**src/rtl/rr_arb_pkg.sv**
```systemverilog
// Shared definitions for the 4-way round-robin arbiter: state encoding,
// default hold limit and the rotating-priority winner search.
package rr_arb_pkg;

    typedef enum logic {
        ST_IDLE  = 1'b0,
        ST_GRANT = 1'b1
    } state_t;

    localparam int MAX_HOLD_DEF = 8;

    // First requester found scanning ptr, ptr+1, ptr+2, ptr+3 (mod 4).
    // Iterating downward lets the nearest index overwrite farther ones.
    function automatic logic [1:0] rr_pick(input logic [3:0] req, input logic [1:0] ptr);
        logic [1:0] win;
        logic [1:0] idx;
        win = ptr;
        for (int k = 3; k >= 0; k--) begin
            idx = ptr + 2'(k);
            if (req[idx]) win = idx;
        end
        return win;
    endfunction

endpackage

```
**src/rtl/rr_arb4_dec.sv**
```systemverilog
// 2-to-4 one-hot decoder with enable; output is all-zero when disabled.
module dec2to4_en (
    input  logic [1:0] idx,
    input  logic       en,
    output logic [3:0] onehot
);

    always_comb begin
        onehot = en ? (4'b0001 << idx) : 4'b0000;
    end

endmodule

```
**src/rtl/rr_arb4.sv**
```systemverilog
// Four-requester round-robin arbiter with a per-grant hold limit.
// Grant, index, busy and expired all come straight from registers.
module rr_arb4
    import rr_arb_pkg::*;
#(
    parameter int MAX_HOLD = MAX_HOLD_DEF
) (
    input  logic       clk,
    input  logic       rstn,
    input  logic       En,
    input  logic [3:0] req,
    output logic [3:0] gnt,
    output logic [1:0] gnt_id,
    output logic       busy,
    output logic       expired
);

    localparam int HW = (MAX_HOLD > 2) ? $clog2(MAX_HOLD) : 1;
    localparam logic [HW-1:0] HOLD_LAST = HW'(MAX_HOLD - 1);

    state_t          state, state_nxt;
    logic [1:0]      ptr, ptr_nxt;
    logic [1:0]      id_q, id_nxt;
    logic [HW-1:0]   hold_cnt, hold_nxt;
    logic            exp_q, exp_nxt;
    logic [1:0]      rel_ptr;
    logic [1:0]      win_cur;
    logic [1:0]      win_rel;

    always_ff @(posedge clk or negedge rstn) begin
        if (!rstn) begin
            state    <= ST_IDLE;
            ptr      <= 2'd0;
            id_q     <= 2'd0;
            hold_cnt <= '0;
            exp_q    <= 1'b0;
        end else begin
            state    <= state_nxt;
            ptr      <= ptr_nxt;
            id_q     <= id_nxt;
            hold_cnt <= hold_nxt;
            exp_q    <= exp_nxt;
        end
    end

    // On release or timeout the search restarts just past the current owner,
    // so a lone timed-out owner is found last and simply re-granted.
    always_comb begin
        state_nxt = state;
        ptr_nxt   = ptr;
        id_nxt    = id_q;
        hold_nxt  = hold_cnt;
        exp_nxt   = 1'b0;
        rel_ptr   = id_q + 2'd1;
        win_cur   = rr_pick(req, ptr);
        win_rel   = rr_pick(req, rel_ptr);
        if (!En) begin
            state_nxt = ST_IDLE;
            hold_nxt  = '0;
        end else begin
            case (state)
                ST_IDLE: begin
                    if (|req) begin
                        state_nxt = ST_GRANT;
                        id_nxt    = win_cur;
                        hold_nxt  = '0;
                    end
                end
                ST_GRANT: begin
                    if (req[id_q] && (hold_cnt != HOLD_LAST)) begin
                        hold_nxt = hold_cnt + 1'b1;
                    end else begin
                        exp_nxt  = req[id_q];
                        ptr_nxt  = rel_ptr;
                        hold_nxt = '0;
                        if (|req) begin
                            id_nxt = win_rel;
                        end else begin
                            state_nxt = ST_IDLE;
                        end
                    end
                end
                default: begin
                    state_nxt = ST_IDLE;
                    hold_nxt  = '0;
                end
            endcase
        end
    end

    always_comb begin
        busy    = (state == ST_GRANT);
        gnt_id  = id_q;
        expired = exp_q;
    end

    dec2to4_en u_dec (
        .idx    (id_q),
        .en     (busy),
        .onehot (gnt)
    );

endmodule

```
**config.mk**
```make
export PLATFORM = sky130hd
export DESIGN_NAME = rr_arb4
export DESIGN_NICKNAME = d
export VERILOG_FILES = /design/src/rtl/rr_arb_pkg.sv /design/src/rtl/rr_arb4_dec.sv /design/src/rtl/rr_arb4.sv
export SDC_FILE = /design/constraint.sdc
export NUM_CORES = 1
export LEC_CHECK = 0
export CAP_MARGIN = 20
export CORE_AREA = 2 2 39 41
export DETAILED_ROUTE_END_ITERATION = 12
export DIE_AREA = 0 0 41 43
export DONT_BUFFER_PORTS = 1
export GPL_TIMING_DRIVEN = 0
export PLACE_DENSITY = 0.67
export SYNTH_ARGS = -nofsm -noshare
export SYNTH_HDL_FRONTEND = slang
export SYNTH_HIERARCHICAL = 1
export SYNTH_SLANG_ARGS = --single-unit
```
**constraint.sdc**
```tcl
create_clock -name clk -period 2.3 [get_ports clk]
set_clock_uncertainty 0.05 [all_clocks]
set_input_delay 0.115 -clock clk [delete_from_list [all_inputs] [get_ports clk]]
set_output_delay 0.115 -clock clk [all_outputs]
set_load 0.01 [all_outputs]
```
==> results.py <==
metrics = {
    "setup_path": {
        "worst_ep_required_time_ns": 2.39,
        "worst_ep_arrival_time_ns": 1.93,
        "setup.worst_path.start_class": "flip-flop",
        "ff2ff_setup_slack_ns": 0.46,
        "critPathTopFamily": "multiplexers",
        "critical_path.cell_chain": "buf_2 > mux2i_1 > mux2_2 > nor2_1 > nor2_1 > mux2_2",
        "critical_path_peak_fanout": 7,
        "critical-path-slowest-cell": "dfrtp_1",
        "cp_slowest_stage_delay_ns": 0.45,
        "timing.setup.critical_path_class": "reg2reg",
        "timing.critical_path.buf_inv": 1,
        "end_kind": "flip-flop",
    },
    "placement": {
        "port-buffer-count": 0,
        "gp_congestion": 0.676,
        "placed_cells_incl_taps": 91,
        "final_hpwl_dp_um": 1030,
    },
    "cells_and_area": {
        "antenna_cells_inserted": 0,
        "layout.filler_cells": 125,
        "layout_cells_excl_fill": 97,
        "nets": 91,
        "ratio_of_cells_with_drive_above_1_in_the_final_layout_pct": 22.2,
        "flow.area_growth_from_synthesis_pct": 9.36,
    },
    "route": {
        "drt-initial-drc-count": 5,
        "remaining_drc_errors": 0,
        "detailedRoute.firstPassIterationCount": 4,
        "wl_per_cell_um": 14.4,
        "dr_total_vias": 586,
        "totalWireLength_um": 1400,
        "drtAntennaViolNets": 0,
        "vias_per_cell": 6.04,
    },
    "pwr": {
        "internal_power_uw": 405,
        "vdd_ir_drop_max_v": 0.000544,
        "p_sw_share_pct": 40.4,
        "power_switching_uw": 275,
        "power_frac_clock_pct": 17.4,
        "power_density_mw_per_mm2": 878,
        "power_uw": 680,
        "p_leak_nw": 0.358,
        "power_frac_seq_pct": 40.2,
        "comb_power_share_pct": 42.4,
    },
    "clock_tree": {
        "cts_root_buf": "clkbuf_4",
        "clock_latency_ns": 0.26,
        "clock-sinks": 9,
        "cts_tree": "yes",
        "cts_max_path_buffers": 2,
        "cts_buffers": 3,
        "cts-htree-levels": 1,
        "cts.clk_slew.worst_paths_ns": 0.06,
    },
    "logic_synthesis": {
        "synth_area_per_cell_um2": 9.44,
        "synth_top_area_share_pct": 31.8,
        "synth_nets": 84,
        "synth_async_sr_flop_share_pct": 100,
        "ys_warn_count": 6,
        "predominant_post_synthesis_flop_cell": "dfrtp_1",
        "synth_commonest_cells": "9 x dfrtp_1, 7 x nor2_1, 5 x a21oi_1",
        "synth.area.top_cells": "dfrtp_1 32%, a22o_1 4.9%, mux2_2 4.8%",
        "synth.most_common_cell": "dfrtp_1",
        "yosys.area.top_type": "dfrtp_1",
        "synth-seq-cells": 9,
        "number_of_cells_produced_by_synthesis": 75,
        "syn-cell-area_um2": 708,
        "edff_count_synth": 0,
        "post_synth_num_cell_types": 33,
        "synth_sequential_area_ratio_pct": 31.8,
    },
    "floorplan": {
        "ios": 15,
        "core_area_mm2": 0.00138,
        "fp.dieH_um": 43,
        "dieArea_mm2": 0.00176,
        "initial_utilization_pct": 51.2,
        "floorplan.rows": 14,
        "die-width_um": 41,
    },
    "grt": {
        "grt_start_max_net_pins": 12,
        "groute.usage.overall_pct": 19.9,
        "via_count_of_the_first_global_routing_pass": 554,
        "grt_pass1_wl_um": 2320,
        "gr-total-overflow": 0,
        "antenna_violations_before_repair": 0,
    },
    "timing": {
        "fmax_mhz": 543,
        "timing.final.crit_share_pct": 80.0,
        "final_total_negative_setup_slack_ns": 0,
        "rsz0062_at_grt": "false",
        "post-route-min-period_ns": 1.84,
        "final_hold_viol_count": 0,
        "holdWs_ns": 0.0909,
        "setup_violations": 0,
        "worst_pin_slew_ns": 0.450,
        "final_max_slew_viol_count": 0,
        "maxSlewHeadroom_pct": 69.6,
    },
    "min_path": {
        "holdCritPathClass": "in2reg",
    },
    "flow_run": {
        "max-cap-violations": 0,
    },
    "outcome": {
        "run_status": "complete, no violations",
    },
}
[kinds of logic (layout without fill, tap and decap cells)]
group | after synthesis | count (layout) | synth area share [%]
adder cells (fa/ha/maj) | 2 | 2 | 3.53
buffers and inverters | 9 | 15 | 6.54
flip-flops | 9 | 9 | 31.8
XOR/XNOR | 1 | 1 | 1.24
multiplexers | 6 | 6 | 9.01
AO/OA/AOI/OAI | 22 | 22 | 24.6
AND/OR/NAND/NOR | 26 | 26 | 23.3
[power by group through the flow]
stage	combinational [mW]	sequential, mW	clock, mW
2_1_floorplan	0.244	0.259	0
3_3_place_gp	0.276	0.275	0
3_5_place_dp	0.282	0.276	0
4_1_cts	0.290	0.274	0.127
5_1_grt	0.323	0.285	0.135
6_report	0.288	0.273	0.118
[sequential cells by signal, summed over array words and instances (netlist names)]
| register | flops |
|---|---|
| expired | 1 |
| hold_cnt | 3 |
| ptr | 2 |
| gnt_id | 2 |
| busy | 1 |
[area by class of cell]
type	count	area [um2]	share of cell area, %
Inverter	4	15.0	1.94
Buffer	5	31.3	4.04
Clock buffer	4	26.3	3.39
Timing Repair Buffer	2	20.0	2.58
Sequential cell	9	225	29.1
Tap cell	16	20.0	2.58
Multi-Input combinational cell	57	437	56.4
[final timing paths]
kind                             start           to  cells after the start
setup reg to reg             gnt_id[1]       ptr[1]                      6
hold / removal                  req[1]         busy                      2
max in group asynchronous         rstn  hold_cnt[1]                      1
hold reg to reg            hold_cnt[2]  hold_cnt[2]                      1
setup / recovery             gnt_id[1]       ptr[1]                      6
min in group asynchronous         rstn    gnt_id[1]                      1
[per-layer routing]
layer	vias up	global-route usage, %	wire (um)
li1	286	-	-
met1	289	24.7	624
met2	9	30.6	711
met3	2	3.14	33
met4	0	12.0	25
met5	-	0	0
[per-stage QoR]
step / utilization [%] / worst slack, ns / cell area, um2
detailed placement: 52.6 / 0.460 / 728
finish: 56.0 / 0.460 / 774
global route: 56.0 / 0.340 / 774
CTS: 56.0 / 0.449 / 774
global placement: 52.6 / 0.482 / 728
floorplan: - / 0.597 / 708
[cell usage in the layout, fill, tap and decap left out, types with 2 or more instances in the layout]
| master | count |
|---|---|
| dfrtp_1 | 9 |
| nor2_1 | 7 |
| a21oi_1 | 5 |
| buf_2 | 4 |
| inv_1 | 4 |
| nand2b_1 | 4 |
| a22o_1 | 4 |
| mux2i_1 | 3 |
| mux2_2 | 3 |
| nand2_1 | 3 |
| clkbuf_4 | 3 |
| nor3b_2 | 2 |
| nor2b_1 | 2 |
| a2bb2oi_1 | 2 |
| o2111ai_1 | 2 |
| ha_1 | 2 |
| dlygate4sd3_1 | 2 |
| and3b_1 | 2 |
[what timing repair did]
item	4_1_cts	5_1_grt
hold endpoints to repair	11	0
hold buffers	2	0
buffers inserted	0	0
gates resized for setup	0	0
setup endpoints to repair	0	0
No activity file was read; power rests on OpenSTA's default activity.
